### config.mk
export PLATFORM = sky130hd
export DESIGN_NAME = paddle_input_hub_flat
export DESIGN_NICKNAME = d
export VERILOG_FILES = /design/src/rtl/paddle_input_hub_pkg.sv /design/src/rtl/paddle_input_hub_if.sv /design/src/rtl/paddle_input_hub_channel.sv /design/src/rtl/paddle_input_hub.sv /design/src/flat_wrapper.sv
export SDC_FILE = /design/constraint.sdc
export NUM_CORES = 1
export LEC_CHECK = 0
export ABC_AREA = 1
export BUFFER_PORTS_ARGS = -buffer_cell sky130_fd_sc_hd__buf_2
export CAP_MARGIN = 5
export CORE_MARGIN = 1
export CORE_UTILIZATION = 60
export CTS_BUF_LIST = sky130_fd_sc_hd__clkbuf_4 sky130_fd_sc_hd__clkbuf_8
export DETAILED_ROUTE_END_ITERATION = 8
export GPL_ROUTABILITY_DRIVEN = 0
export GPL_TIMING_DRIVEN = 0
export HOLD_SLACK_MARGIN = 0.03
export PLACE_DENSITY_LB_ADDON = 0.2
export SLEW_MARGIN = 25
export SYNTH_ARGS = -nofsm -noshare
export SYNTH_HDL_FRONTEND = slang
export SYNTH_HIERARCHICAL = 1
export SYNTH_SLANG_ARGS = --single-unit
### constraint.sdc
create_clock -name clk -period 3.6 [get_ports clk]
set_clock_uncertainty 0.1 [all_clocks]
set_input_delay 0.54 -clock clk [delete_from_list [all_inputs] [get_ports clk]]
set_output_delay 0.54 -clock clk [all_outputs]
set_load 0.005 [all_outputs]
### src/rtl/paddle_input_hub_pkg.sv
// paddle_input_hub_pkg: shared types and defaults for the paddle input hub.
package paddle_input_hub_pkg;
    localparam int PADDLE_DEFAULT_VALUE_W = 8;
    typedef enum logic [1:0] {IDLE, DRAIN, CHARGE, UPDATE} paddle_hub_state_e;
endpackage

### src/rtl/paddle_input_hub_if.sv
// paddle_input_hub_if: paddle pads, buttons and filtered-value bus of the paddle input hub.
interface paddle_input_hub_if #(
    parameter int NUM_CH  = 2,
    parameter int VALUE_W = 8
);
    logic                        sample_start;
    logic [NUM_CH-1:0]           measure;
    logic [NUM_CH-1:0]           drain_capacitance;
    logic [NUM_CH-1:0]           button_raw;
    logic [NUM_CH*VALUE_W-1:0]   value;
    logic                        value_valid;
    logic [NUM_CH-1:0]           button;
    logic                        busy;
    modport master (
        output sample_start, measure, button_raw,
        input  drain_capacitance, value, value_valid, button, busy
    );
    modport slave (
        input  sample_start, measure, button_raw,
        output drain_capacitance, value, value_valid, button, busy
    );
endinterface

### src/rtl/paddle_input_hub_channel.sv
// paddle_input_hub_channel: one paddle lane - measure sync, count latch, moving-window filter, button debounce.
// With PADDLE_HUB_CALIB_EN the lane subtracts the lowest filtered value seen so far.
module paddle_input_hub_channel
    import paddle_input_hub_pkg::*;
#(
    parameter int VALUE_W         = PADDLE_DEFAULT_VALUE_W,
    parameter int AVG_DEPTH_LOG2  = 2,
    parameter int DEBOUNCE_CYCLES = 1000
) (
    input  logic               clk,
    input  logic               reset_n,
    input  logic               measure_i,
    input  logic               button_raw_i,
    input  logic               clr_i,
    input  logic               charge_i,
    input  logic               update_i,
    input  logic [VALUE_W-1:0] count_i,
    output logic               done_o,
    output logic               button_o,
    output logic [VALUE_W-1:0] value_o
);
    localparam int DEPTH = 2 ** AVG_DEPTH_LOG2;
    localparam int SUM_W = VALUE_W + AVG_DEPTH_LOG2;
    localparam int DB_W  = $clog2(DEBOUNCE_CYCLES + 1);
    logic [1:0]                meas_sync_q, btn_sync_q;
    logic [VALUE_W-1:0]        raw_q, filt_q, filt_d;
    logic [VALUE_W-1:0]        ring_q [DEPTH];
    logic [AVG_DEPTH_LOG2-1:0] wp_q;
    logic [SUM_W-1:0]          sum_q, sum_d;
    logic [DB_W-1:0]           db_q;
    logic                      done_q, btn_q, db_hit;

    assign sum_d    = sum_q - SUM_W'(ring_q[wp_q]) + SUM_W'(raw_q);
    assign filt_d   = sum_d[SUM_W-1 -: VALUE_W];
    assign db_hit   = (btn_sync_q[1] != btn_q) && (db_q == DB_W'(DEBOUNCE_CYCLES - 1));
    assign done_o   = done_q;
    assign button_o = btn_q;

    always_ff @(posedge clk or negedge reset_n) begin
        if (!reset_n) begin
            meas_sync_q <= '0;
            btn_sync_q  <= '0;
            raw_q       <= '0;
            done_q      <= 1'b0;
            filt_q      <= '0;
            sum_q       <= '0;
            wp_q        <= '0;
            db_q        <= '0;
            btn_q       <= 1'b0;
            for (int i = 0; i < DEPTH; i++) ring_q[i] <= '0;
        end else begin
            meas_sync_q <= {meas_sync_q[0], measure_i};
            btn_sync_q  <= {btn_sync_q[0], button_raw_i};
            // a lane that never sees its comparator trip takes the saturated count
            if (clr_i) begin
                raw_q  <= '0;
                done_q <= 1'b0;
            end else if (charge_i && !done_q && (meas_sync_q[1] || &count_i)) begin
                raw_q  <= count_i;
                done_q <= 1'b1;
            end
            if (update_i) begin
                ring_q[wp_q] <= raw_q;
                wp_q         <= wp_q + 1'b1;
                sum_q        <= sum_d;
                filt_q       <= filt_d;
            end
            db_q <= (btn_sync_q[1] == btn_q || db_hit) ? '0 : db_q + 1'b1;
            if (db_hit) btn_q <= btn_sync_q[1];
        end
    end

`ifdef PADDLE_HUB_CALIB_EN
    logic [VALUE_W-1:0] min_q;
    always_ff @(posedge clk or negedge reset_n) begin
        if (!reset_n) min_q <= '1;
        else if (update_i && filt_d < min_q) min_q <= filt_d;
    end
    assign value_o = (filt_q >= min_q) ? filt_q - min_q : '0;
`else
    assign value_o = filt_q;
`endif
endmodule

### src/rtl/paddle_input_hub.sv
// paddle_input_hub: per-frame conversion sequencer shared by NUM_CH paddle lanes.
// Define PADDLE_HUB_CALIB_EN to enable per-lane minimum offset cancellation.
module paddle_input_hub
    import paddle_input_hub_pkg::*;
#(
    parameter int NUM_CH          = 2,
    parameter int VALUE_W         = PADDLE_DEFAULT_VALUE_W,
    parameter int AVG_DEPTH_LOG2  = 2,
    parameter int DRAIN_CYCLES    = 64,
    parameter int PRESCALE        = 4,
    parameter int DEBOUNCE_CYCLES = 1000
) (
    input logic               clk,
    input logic               reset_n,
    paddle_input_hub_if.slave bus
);
    localparam int DRAIN_W = $clog2(DRAIN_CYCLES + 1);
    localparam int PRE_W   = (PRESCALE > 1) ? $clog2(PRESCALE) : 1;
    paddle_hub_state_e         state_q, state_d;
    logic [DRAIN_W-1:0]        drain_cnt_q;
    logic [PRE_W-1:0]          pre_q;
    logic [VALUE_W-1:0]        count_q;
    logic                      valid_q, charge, update, clr, drain, busy, tick;
    logic [NUM_CH-1:0]         done, button;
    logic [NUM_CH*VALUE_W-1:0] value;

    always_ff @(posedge clk or negedge reset_n) begin
        if (!reset_n) state_q <= IDLE;
        else state_q <= state_d;
    end

    always_comb begin
        state_d = state_q;
        case (state_q)
            IDLE:    if (bus.sample_start) state_d = DRAIN;
            DRAIN:   if (drain_cnt_q == DRAIN_W'(DRAIN_CYCLES - 1)) state_d = CHARGE;
            CHARGE:  if (&done) state_d = UPDATE;
            default: state_d = IDLE;
        endcase
    end

    always_comb begin
        charge = state_q == CHARGE;
        update = state_q == UPDATE;
        clr    = state_q == DRAIN && state_d == CHARGE;
        drain  = !(charge || update);
        busy   = state_q != IDLE;
        tick   = pre_q == PRE_W'(PRESCALE - 1);
    end

    always_ff @(posedge clk or negedge reset_n) begin
        if (!reset_n) begin
            drain_cnt_q <= '0;
            pre_q       <= '0;
            count_q     <= '0;
            valid_q     <= 1'b0;
        end else begin
            drain_cnt_q <= (state_q == DRAIN) ? drain_cnt_q + 1'b1 : '0;
            valid_q     <= update;
            if (clr) begin
                pre_q   <= '0;
                count_q <= '0;
            end else if (charge) begin
                pre_q <= tick ? '0 : pre_q + 1'b1;
                if (tick && !(&count_q)) count_q <= count_q + 1'b1;
            end
        end
    end

    for (genvar c = 0; c < NUM_CH; c++) begin : g_ch
        paddle_input_hub_channel #(
            .VALUE_W        (VALUE_W),
            .AVG_DEPTH_LOG2 (AVG_DEPTH_LOG2),
            .DEBOUNCE_CYCLES(DEBOUNCE_CYCLES)
        ) u_ch (
            .clk         (clk),
            .reset_n     (reset_n),
            .measure_i   (bus.measure[c]),
            .button_raw_i(bus.button_raw[c]),
            .clr_i       (clr),
            .charge_i    (charge),
            .update_i    (update),
            .count_i     (count_q),
            .done_o      (done[c]),
            .button_o    (button[c]),
            .value_o     (value[c*VALUE_W +: VALUE_W])
        );
    end

    assign bus.drain_capacitance = {NUM_CH{drain}};
    assign bus.value             = value;
    assign bus.value_valid       = valid_q;
    assign bus.button            = button;
    assign bus.busy              = busy;
endmodule
### src/flat_wrapper.sv
// flat-port wrapper written by rule: the top's interface ports become plain ports
module paddle_input_hub_flat import paddle_input_hub_pkg::*;
#(
    parameter int NUM_CH          = 2,
    parameter int VALUE_W         = PADDLE_DEFAULT_VALUE_W,
    parameter int AVG_DEPTH_LOG2  = 2,
    parameter int DRAIN_CYCLES    = 64,
    parameter int PRESCALE        = 4,
    parameter int DEBOUNCE_CYCLES = 1000
)
  (clk, reset_n, bus_sample_start, bus_measure, bus_button_raw, bus_drain_capacitance, bus_value, bus_value_valid, bus_button, bus_busy);
  paddle_input_hub_if #(.NUM_CH(NUM_CH), .VALUE_W(VALUE_W)) bus_i ();
  input logic clk;
  input logic reset_n;
  input wire logic [$bits(bus_i.sample_start)-1:0] bus_sample_start;
  input wire logic [$bits(bus_i.measure)-1:0] bus_measure;
  input wire logic [$bits(bus_i.button_raw)-1:0] bus_button_raw;
  output wire logic [$bits(bus_i.drain_capacitance)-1:0] bus_drain_capacitance;
  output wire logic [$bits(bus_i.value)-1:0] bus_value;
  output wire logic [$bits(bus_i.value_valid)-1:0] bus_value_valid;
  output wire logic [$bits(bus_i.button)-1:0] bus_button;
  output wire logic [$bits(bus_i.busy)-1:0] bus_busy;
  assign bus_i.sample_start = bus_sample_start;
  assign bus_i.measure = bus_measure;
  assign bus_i.button_raw = bus_button_raw;
  assign bus_drain_capacitance = bus_i.drain_capacitance;
  assign bus_value = bus_i.value;
  assign bus_value_valid = bus_i.value_valid;
  assign bus_button = bus_i.button;
  assign bus_busy = bus_i.busy;
  paddle_input_hub #(.NUM_CH(NUM_CH), .VALUE_W(VALUE_W), .AVG_DEPTH_LOG2(AVG_DEPTH_LOG2), .DRAIN_CYCLES(DRAIN_CYCLES), .PRESCALE(PRESCALE), .DEBOUNCE_CYCLES(DEBOUNCE_CYCLES)) u_core (.clk(clk), .reset_n(reset_n), .bus(bus_i));
endmodule
==> results.toml, run 1 <==
[final_layout]
final_area_um2 = 9390
nets = 1093
area_growth_pct = 9.94
multi_input_area_um2 = 3890
n_antenna_cell = 0
num-fill-cells = 1124
drive_gt1_frac = 0.171
seqCellArea_um2 = 3900

[sta]
tightest_slew_ns = 0.532
fmax_ghz = 0.324
rsz0062_at_grt = "no"
finalSetupViolations = 0
finalCritPeriodShare = 0.857
slew_violations = 0
fin_crit_ns = 3.09
final-hold-violation-count = 0
slew_headroom = 0.646

[synth]
synth_mux_area_frac = 0
netlist_instances = 988
synth-edff-count = 0
synth-simple-area-share = 0.233
synth_top_family_by_area = "simple AND/OR/NAND/NOR gates"
synth_compound_area_frac = 0.122
synthAdderAreaFrac = 0.0858
ys_types = 47
ys_async_sr_fraction = 1.00
netlist.top_cell.by_area = "dfrtp_1"
netlist_area_um2 = 8540
dominantRegCellSynth = "dfrtp_1"
synth_top_area_share = 0.457
synth.area.top_cells = "dfrtp_1 46%, nand2_1 9.3%, inv_1 5.2%"
synth_xor_area_frac = 0.0144
synth_area_per_cell_um2 = 8.65
synth_fp_nets = 1044
yosysWarnings = 6
synth.ff_latch_count = 156
ys_seq_area_frac = 0.457

[detailed_routing]
drtPass1Iterations = 7
wirelength_um = 16900
drc_errors = 0
viasPerCell = 5.30
dr.first_iter.drc_count = 441
wl_per_cell_um = 13.8
ant_nets = 0
vias = 6508

[power_and_ir_drop]
leakage_nw = 4.72
switching_share = 0.209
combinationalPowerShare = 0.020
finalPower_w = 0.00327
power_frac_seq = 0.541
internal_power_w = 0.00259
net-switching-power_w = 0.000683
clkPwrFrac = 0.439
ir_worst_vdd_uv = 229
cellPowerDensity_nw_per_um2 = 348

[floorplanning]
num_rows = 43
core_um2 = 13900
pin_count = 29
die_height_um = 121
die_w_um = 121
fp.dieArea_um2 = 14700
start_util = 0.616

[global_route]
grt_pass1_vias = 6218
track_usage = 0.252
grt_pass1_wl_um = 29000
antenna_found_initial = 0
grt_max_degree = 91
overflow = 0

[critical_path]
cp_cell_sequence = "buf_2, inv_1, buf_4, o21ai_0, o22ai_1, ha_1, inv_1, ha_1, inv_1, fa_1, o21ai_2, nand2_1, nand2_1, nand2_1, nand3_1, nand2_1"
critPathMaxFanout = 11
critPathRequiredTime_ns = 3.83
cpMostUsedCell = "nand2_1"
cpPeakStageDelay_ns = 0.42
cp_slowest_cell = "fa_1"
end_kind = "flip-flop"
cp-start-kind = "flip-flop"
arrival_ns = 3.31
crit_type = "reg -> reg"

[run]
max_cap_violations = 0

[clock_network]
cts-root-buf = "clkbuf_8"
clock_latency_ns = 0.44
numCtsBuffers = 17
cts_sinks = 156
h-tree-depth = 4
hold_buffers = 1
clk_pin_slew_worst_paths_ns = 0.08
clockBufferDepth = 2
cts_setup_buffers = 0
cts_tree = "yes"
post_cts_resized = 0

[worst_hold_path]
min_path_type = "in -> reg"

[place]
place_area_um2 = 8950
io_buffers = 28
hpwl_um = 12100

[outcome]
status = "finished clean"
==> power groups by stage <==
| stage | sequential (W) | combinational [W] | clock [W] |
|---|---|---|---|
| floorplan | 0.00180 | 0.0000225 | 0 |
| global placement | 0.00180 | 0.0000634 | 0 |
| detailed placement | 0.00180 | 0.0000690 | 0 |
| CTS | 0.00177 | 0.0000703 | 0.00147 |
| global route | 0.00177 | 0.0000784 | 0.00155 |
| finish | 0.00177 | 0.0000669 | 0.00143 |
==> metrics by stage <==
stage               hold WS, ns  setup TNS, ns   util  setup WS (ns)  cells
floorplan                 0.144              0      -          0.929    988
global route             0.0606              0  0.677          0.261   1228
global placement          0.233         -65.72  0.642         -0.435   1196
detailed placement        0.235              0  0.645          0.572   1197
CTS                      0.0699              0  0.677          0.552   1228
finish                    0.103              0  0.677          0.514   1228
==> state kept, by name (all words and copies together) (netlist names) <==
signal	flops
u_core/g_ch.u_ch/sum_q	4
u_core/drain_cnt_q	7
u_core/g_ch.u_ch/db_q	20
u_core/g_ch.u_ch/value_o	16
u_core/pre_q	2
u_core/g_ch.u_ch/ring_q	64
u_core/g_ch.u_ch/button_o	2
u_core/g_ch.u_ch/done_o	2
u_core/g_ch.u_ch/wp_q	4
u_core/count_q	8
u_core/g_ch.u_ch/meas_sync_q	4
u_core/state_q	2
u_core/bus.value_valid	1
u_core/g_ch.u_ch/raw_q	16
u_core/g_ch.u_ch/btn_sync_q	4
==> cell type report <==
| type | instances | area share |
|---|---|---|
| Sequential cell | 156 | 0.416 |
| Multi-Input combinational cell | 662 | 0.414 |
| Inverter | 132 | 0.0530 |
| Clock buffer | 21 | 0.0294 |
| Buffer | 38 | 0.0266 |
| Tap cell | 180 | 0.0240 |
| Timing Repair Buffer | 30 | 0.0200 |
| Clock inverter | 9 | 0.0170 |
==> worst paths after layout <==
| path | cells after the start | end | startpoint | slack (ns) |
|---|---|---|---|---|
| hold / removal | 1 | u_core/g_ch[1].u_ch/btn_sync_q[0]$_DFF_PN0_ | bus_button_raw[1] | 0.10 |
| max in group asynchronous | 3 | u_core/count_q[0]$_DFFE_PN0P_ | reset_n | 2.09 |
| setup / recovery | 16 | u_core/g_ch[0].u_ch/value_o[6]$_DFFE_PN0P_ | u_core/g_ch[0].u_ch/wp_q[0]$_DFFE_PN0P_ | 0.51 |
| min in group asynchronous | 2 | u_core/g_ch[0].u_ch/value_o[5]$_DFFE_PN0P_ | reset_n | 0.52 |
| hold reg to reg | 0 | u_core/g_ch[1].u_ch/meas_sync_q[1]$_DFF_PN0_ | u_core/g_ch[1].u_ch/meas_sync_q[0]$_DFF_PN0_ | 0.25 |
| setup reg to reg | 16 | u_core/g_ch[0].u_ch/value_o[6]$_DFFE_PN0P_ | u_core/g_ch[0].u_ch/wp_q[0]$_DFFE_PN0P_ | 0.51 |
==> metal layers <==
layer | share of wire | wire length [µm] | GRT usage
met1 | 0.47 | 8010 | 0.342
met2 | 0.48 | 8180 | 0.413
met3 | 0.034 | 571 | 0.0508
met4 | 0.0089 | 150 | 0.0633
met5 | 0 | 0 | 0
==> synth_stat cells (all sizes together), types with 2 or more instances <==
master and instances:
inv 128, o21a 3, o21ai 134, o21bai 4, nor3b 2, fa 16, a31oi 2, clkinv 4
xor2 9, dfrtp 156, nand3b 5, a21oi 19, xnor2 5, nor2 94, o22ai 17, nor3 14
or2 2, ha 33, nand2 228, nand4 25, buf 37, nand3 48
==> placed cells by master (no fill, tap or decap), types with 5 or more instances in the layout <==
master	netlist	final
nor2_1	76	76
buf_2	14	41
nor3_2	9	9
nor2_2	14	14
dfrtp_1	156	156
xor2_1	9	9
a21oi_1	15	15
nand2_2	14	14
clkbuf_8	0	19
o22ai_1	17	17
buf_4	22	22
nand3_1	45	45
fa_1	16	16
o21ai_2	10	10
nor3_1	5	5
xnor2_1	5	5
inv_1	118	118
o21ai_1	40	40
ha_1	33	33
nand4_1	23	23
nand2_1	212	212
o21ai_0	82	82
inv_2	9	9
==> worst max-delay path, delay by kind of cell, from the launching register on <==
family | cells | cell delay (ns)
adders and majority gates | 3 | 0.87
buffers and inverters | 5 | 0.73
AOI/OAI and AO/OA | 3 | 0.50
DFF | 1 | 0.41
and+or+nand+nor | 5 | 0.35
==> kinds of logic after synthesis <==
| group | count (synthesis) |
|---|---|
| AOI/OAI and AO/OA | 179 |
| xor gates and xnor gates | 14 |
| adders and majority gates | 49 |
| buffers and inverters | 170 |
| DFF | 156 |
| and+or+nand+nor | 420 |
Note: power is estimated with default switching activity, not from simulation.
==> run 2, diff against run 1 <==
--- a/config.mk
+++ b/config.mk
@@ -8,8 +8,10 @@
 export ABC_AREA = 1
 export BUFFER_PORTS_ARGS = -buffer_cell sky130_fd_sc_hd__buf_2
 export CAP_MARGIN = 5
+export CELL_PAD_IN_SITES_DETAIL_PLACEMENT = 0
+export CELL_PAD_IN_SITES_GLOBAL_PLACEMENT = 1
 export CORE_MARGIN = 1
-export CORE_UTILIZATION = 60
+export CORE_UTILIZATION = 50
 export CTS_BUF_LIST = sky130_fd_sc_hd__clkbuf_4 sky130_fd_sc_hd__clkbuf_8
 export DETAILED_ROUTE_END_ITERATION = 8
 export GPL_ROUTABILITY_DRIVEN = 0
@@ -21,3 +23,4 @@
 export SYNTH_HDL_FRONTEND = slang
 export SYNTH_HIERARCHICAL = 1
 export SYNTH_SLANG_ARGS = --single-unit
+export TNS_END_PERCENT = 20
==> results.toml, run 2 (synthesized netlist as in run 1, its figures left out) <==
[floorplanning]
die_height_um = 133
die_w_um = 133
fp.dieArea_um2 = 17600
num_rows = 47
start_util = 0.513
pin_count = 29
core_um2 = 16600

[global_route]
overflow = 0
track_usage = 0.215
use_met2 = 0.332
grt_pass1_vias = 6008
met3_usage = 0.0414
grt.met1_usage = 0.312
antenna_found_initial = 0
top_usage_layer = "met2"
grt_pass1_wl_um = 30000
grt_max_degree = 84

[clock_network]
cts-root-buf = "clkbuf_8"
cts_tree = "yes"
numCtsBuffers = 17
cts_setup_buffers = 0
clock_latency_ns = 0.45
clk_pin_slew_worst_paths_ns = 0.09
cts_sinks = 156
h-tree-depth = 4
clockBufferDepth = 2

[final_layout]
n_antenna_cell = 0
largest_register_ff_count = 64
nets = 1093
regMostFlops = "u_core/g_ch.u_ch/ring_q"
final_area_um2 = 9440
finish.utilization = 0.567
layout_common_cells = "212 x nand2_1, 156 x dfrtp_1, 118 x inv_1"
reg.largest.list = "u_core/g_ch.u_ch/ring_q (64), u_core/g_ch.u_ch/db_q (20)"
area_growth_pct = 10.4
drive_gt1_frac = 0.172
layout_commonest_cell = "nand2_1"

[outcome]
status = "finished clean"

[critical_path]
arrival_ns = 3.35
cp-start-kind = "flip-flop"
crit_type = "reg -> reg"
end_kind = "flip-flop"
critPathRequiredTime_ns = 3.85
critPathMaxFanout = 10

[sta]
fin_crit_ns = 3.10
final-hold-violation-count = 0
finalSetupViolations = 0
tightest_slew_ns = 0.632
fmax_ghz = 0.322
holdWs_ns = 0.0880
rsz0062_at_grt = "no"
finalCritPeriodShare = 0.861
slew_headroom = 0.578
slew_violations = 0

[detailed_routing]
drtPass1Iterations = 5
wirelength_um = 17200
viasPerCell = 5.06
ant_nets = 0
wl_per_cell_um = 13.6
dr.first_iter.drc_count = 334
vias = 6422
drc_errors = 0

[place]
place_area_um2 = 9000
io_buffers = 28
hpwl_um = 12400

[run]
max_cap_violations = 0

[power_and_ir_drop]
clkPwrFrac = 0.437
leakage_nw = 4.72
cellPowerDensity_nw_per_um2 = 345
ir_worst_vdd_uv = 295
combinationalPowerShare = 0.021
power_frac_seq = 0.542
switching_share = 0.233
internal_power_w = 0.00250
net-switching-power_w = 0.000761

[worst_hold_path]
min_path_type = "in -> reg"
[run 2: cell count changes in the layout (fill, tap and decap cells not counted)]
cell and delta:
bufinv_16 -1, clkbuf_4 -2, clkbuf_8 -1, clkinv_2 +2, clkinvlp_4 +1, inv_8 +3
[run 2: stage by stage]
step | setup WS (ns) | cells | TNS, ns | power [W]
5_1_grt | 0.296 | 1270 | 0 | 0.00340
6_report | 0.499 | 1270 | 0 | 0.00326
3_5_place_dp | 0.527 | 1237 | 0 | 0.00187
4_1_cts | 0.514 | 1270 | 0 | 0.00332
3_3_place_gp | -0.528 | 1236 | -79.39 | 0.00187
2_1_floorplan | 0.929 | 988 | 0 | 0.00182
[run 2: layout make-up]
| type | instances | area (µm²) |
|---|---|---|
| fill | 1559 | 7210 |
| sequential | 156 | 3900 |
| multi-input combinational | 662 | 3890 |
| inverter | 132 | 498 |
| tap | 220 | 275 |
| buffer | 38 | 250 |
| clock buffer | 18 | 248 |
| timing repair buffer | 30 | 188 |
| clock inverter | 14 | 181 |
[run 2: power groups by stage]
stage                     registers, W  logic (W)  clock network, W
after detailed placement       0.00180  0.0000701                 0
after CTS                      0.00177  0.0000714           0.00148
final                          0.00177  0.0000671           0.00143
after global routing           0.00177  0.0000789           0.00155
after global placement         0.00180  0.0000646                 0
after floorplan                0.00180  0.0000225                 0
[run 2: final timing paths]
kind                                                               from                                            to  slack [ns]  depth (start not counted)
min reg2reg                u_core/g_ch[0].u_ch/meas_sync_q[0]$_DFF_PN0_  u_core/g_ch[0].u_ch/meas_sync_q[1]$_DFF_PN0_        0.25                          0
max in group asynchronous                                       reset_n     u_core/g_ch[1].u_ch/ring_q[5]$_DFFE_PN0P_        2.04                          3
max                             u_core/g_ch[1].u_ch/wp_q[0]$_DFFE_PN0P_    u_core/g_ch[1].u_ch/value_o[6]$_DFFE_PN0P_        0.50                         12
max reg2reg                     u_core/g_ch[1].u_ch/wp_q[0]$_DFFE_PN0P_    u_core/g_ch[1].u_ch/value_o[6]$_DFFE_PN0P_        0.50                         12
min in group asynchronous                                       reset_n    u_core/g_ch[0].u_ch/value_o[2]$_DFFE_PN0P_        0.58                          2
min                                                      bus_measure[0]  u_core/g_ch[0].u_ch/meas_sync_q[0]$_DFF_PN0_        0.09                          1
[run 2: critical path, cell delays in order (launching register included)]
cell and delay, ns:
dfrtp_1 0.39, buf_2 0.22, buf_2 0.26, o21ai_0 0.12
o22ai_1 0.30, fa_1 0.52, fa_1 0.50, o21ai_2 0.23
nand2_1 0.10, nand2_1 0.08, nand2_1 0.04, nand3_1 0.08
nand2_1 0.05
[run 2: timing repair]
| item | 4_1_cts | 5_1_grt |
|---|---|---|
| hold buffers | 1 | 0 |
| endpoints found under the hold margin | 82 | 0 |
| resized for setup | 0 | 0 |
[run 2: metal layers]
layer  share of wire  vias up
li1                -     3287
met1            0.51     3051
met2            0.46       67
met3           0.028       17
met4          0.0093        0
met5               0        -
==> run 3, diff against run 2 <==
--- a/config.mk
+++ b/config.mk
@@ -18,6 +18,7 @@
 export GPL_TIMING_DRIVEN = 0
 export HOLD_SLACK_MARGIN = 0.03
 export PLACE_DENSITY_LB_ADDON = 0.2
+export RECOVER_POWER = 50
 export SLEW_MARGIN = 25
 export SYNTH_ARGS = -nofsm -noshare
 export SYNTH_HDL_FRONTEND = slang
==> results.toml, run 3 (synthesized netlist as in run 1, its figures left out) <==
[final_layout]
area_growth_pct = 9.36
drive_gt1_frac = 0.162
n_antenna_cell = 0
layout_commonest_cell = "nand2_1"
regMostFlops = "u_core/g_ch.u_ch/ring_q"
final_area_um2 = 9340
layout_common_cells = "212 x nand2_1, 156 x dfrtp_1, 119 x inv_1"
nets = 1093
largest_register_ff_count = 64
reg.largest.list = "u_core/g_ch.u_ch/ring_q (64), u_core/g_ch.u_ch/db_q (20)"

[floorplanning]
start_util = 0.513
die_height_um = 133
num_rows = 47
pin_count = 29
fp.dieArea_um2 = 17600
core_um2 = 16600
die_w_um = 133

[critical_path]
critPathRequiredTime_ns = 3.85
crit_type = "reg -> reg"
end_kind = "flip-flop"
critPathMaxFanout = 10
cp-start-kind = "flip-flop"
arrival_ns = 3.36

[place]
place_area_um2 = 9000
hpwl_um = 12400
io_buffers = 28

[run]
max_cap_violations = 3

[global_route]
overflow = 0
antenna_found_initial = 0
grt_max_degree = 84
grt_pass1_wl_um = 30000
grt_pass1_vias = 6008
track_usage = 0.215

[power_and_ir_drop]
net-switching-power_w = 0.000762
combinationalPowerShare = 0.020
clkPwrFrac = 0.438
power_frac_seq = 0.542
finalPower_w = 0.00326
leakage_nw = 4.66
switching_share = 0.234
ir_worst_vdd_uv = 295
cellPowerDensity_nw_per_um2 = 349
internal_power_w = 0.00250

[detailed_routing]
drc_errors = 0
dr.first_iter.drc_count = 337
viasPerCell = 5.04
ant_nets = 0
wirelength_um = 17300
drtPass1Iterations = 5
wl_per_cell_um = 13.6
vias = 6401

[sta]
slew_violations = 105
fin_crit_ns = 3.12
fmax_ghz = 0.321
setup_tns_ns = 0
rsz0062_at_grt = "no"
finalCritPeriodShare = 0.866
finalSetupViolations = 0
slew_headroom = -0.411
tightest_slew_ns = 2.12
final-hold-violation-count = 0

[clock_network]
h-tree-depth = 4
cts-root-buf = "clkbuf_8"
cts_tree = "yes"
clock_latency_ns = 0.45
numCtsBuffers = 17
hold_buffers = 1
cts_setup_buffers = 0
post_cts_resized = 0
clockBufferDepth = 2
cts_sinks = 156
clk_pin_slew_worst_paths_ns = 0.09

[worst_hold_path]
min_path_type = "in -> reg"

[outcome]
status = "finished with violations"
violations = "capacitance limit, slew limit"
-- run 3: cell type report --
type | instances | area [µm²]
Tap cell | 220 | 275
Multi-Input combinational cell | 662 | 3820
Fill cell | 1578 | 7300
Timing Repair Buffer | 30 | 178
Sequential cell | 156 | 3900
Buffer | 38 | 235
Clock inverter | 14 | 181
Inverter | 132 | 498
Clock buffer | 18 | 248
-- run 3: worst paths after layout --
kind	startpoint	to	slack, ns	cells after the start
worst min register to register	u_core/g_ch[0].u_ch/meas_sync_q[0]$_DFF_PN0_	u_core/g_ch[0].u_ch/meas_sync_q[1]$_DFF_PN0_	0.25	0
worst min-delay path	bus_measure[0]	u_core/g_ch[0].u_ch/meas_sync_q[0]$_DFF_PN0_	0.09	1
max in group asynchronous	reset_n	u_core/g_ch[0].u_ch/db_q[0]$_DFF_PN0_	1.02	2
worst max register to register	u_core/g_ch[1].u_ch/wp_q[0]$_DFFE_PN0P_	u_core/g_ch[1].u_ch/value_o[6]$_DFFE_PN0P_	0.48	12
worst max-delay path	u_core/g_ch[1].u_ch/wp_q[0]$_DFFE_PN0P_	u_core/g_ch[1].u_ch/value_o[6]$_DFFE_PN0P_	0.48	12
min in group asynchronous	reset_n	u_core/g_ch[0].u_ch/value_o[2]$_DFFE_PN0P_	1.15	2
-- run 3: metal layers --
layer,part of all wire,track usage,wire length [µm],vias up
met2,0.46,0.332,7890,67
met4,0.0090,0.0511,155,0
met5,0,0,0,-
met3,0.027,0.0414,459,13
li1,-,-,-,3287
met1,0.51,0.312,8750,3034
-- run 3: through the flow --
| step | util | setup WS [ns] | cells | hold WS (ns) |
|---|---|---|---|---|
| floorplan | - | 0.929 | 988 | 0.144 |
| global placement | 0.538 | -0.528 | 1236 | 0.234 |
| detailed placement | 0.541 | 0.527 | 1237 | 0.235 |
| CTS | 0.567 | 0.514 | 1270 | 0.0602 |
| global route | 0.561 | 0.296 | 1270 | 0.0435 |
| finish | 0.561 | 0.482 | 1270 | 0.0885 |
-- run 3: critical path, stage by stage (launching register included) --
cell and delay [ns]:
dfrtp_1 0.39, buf_2 0.22, buf_2 0.26, o21ai_0 0.12, o22ai_1 0.31, fa_1 0.52, fa_1 0.50, o21ai_2 0.23
nand2_1 0.10, nand2_1 0.08, nand2_1 0.04, nand3_1 0.08, nand2_1 0.05
-- run 3: power groups by stage --
stage / combinational, W / sequential (W) / clock (W)
after floorplan: 0.0000225 / 0.00180 / 0
after global routing: 0.0000764 / 0.00177 / 0.00155
after CTS: 0.0000714 / 0.00177 / 0.00148
after detailed placement: 0.0000701 / 0.00180 / 0
after global placement: 0.0000646 / 0.00180 / 0
final: 0.0000647 / 0.00177 / 0.00143
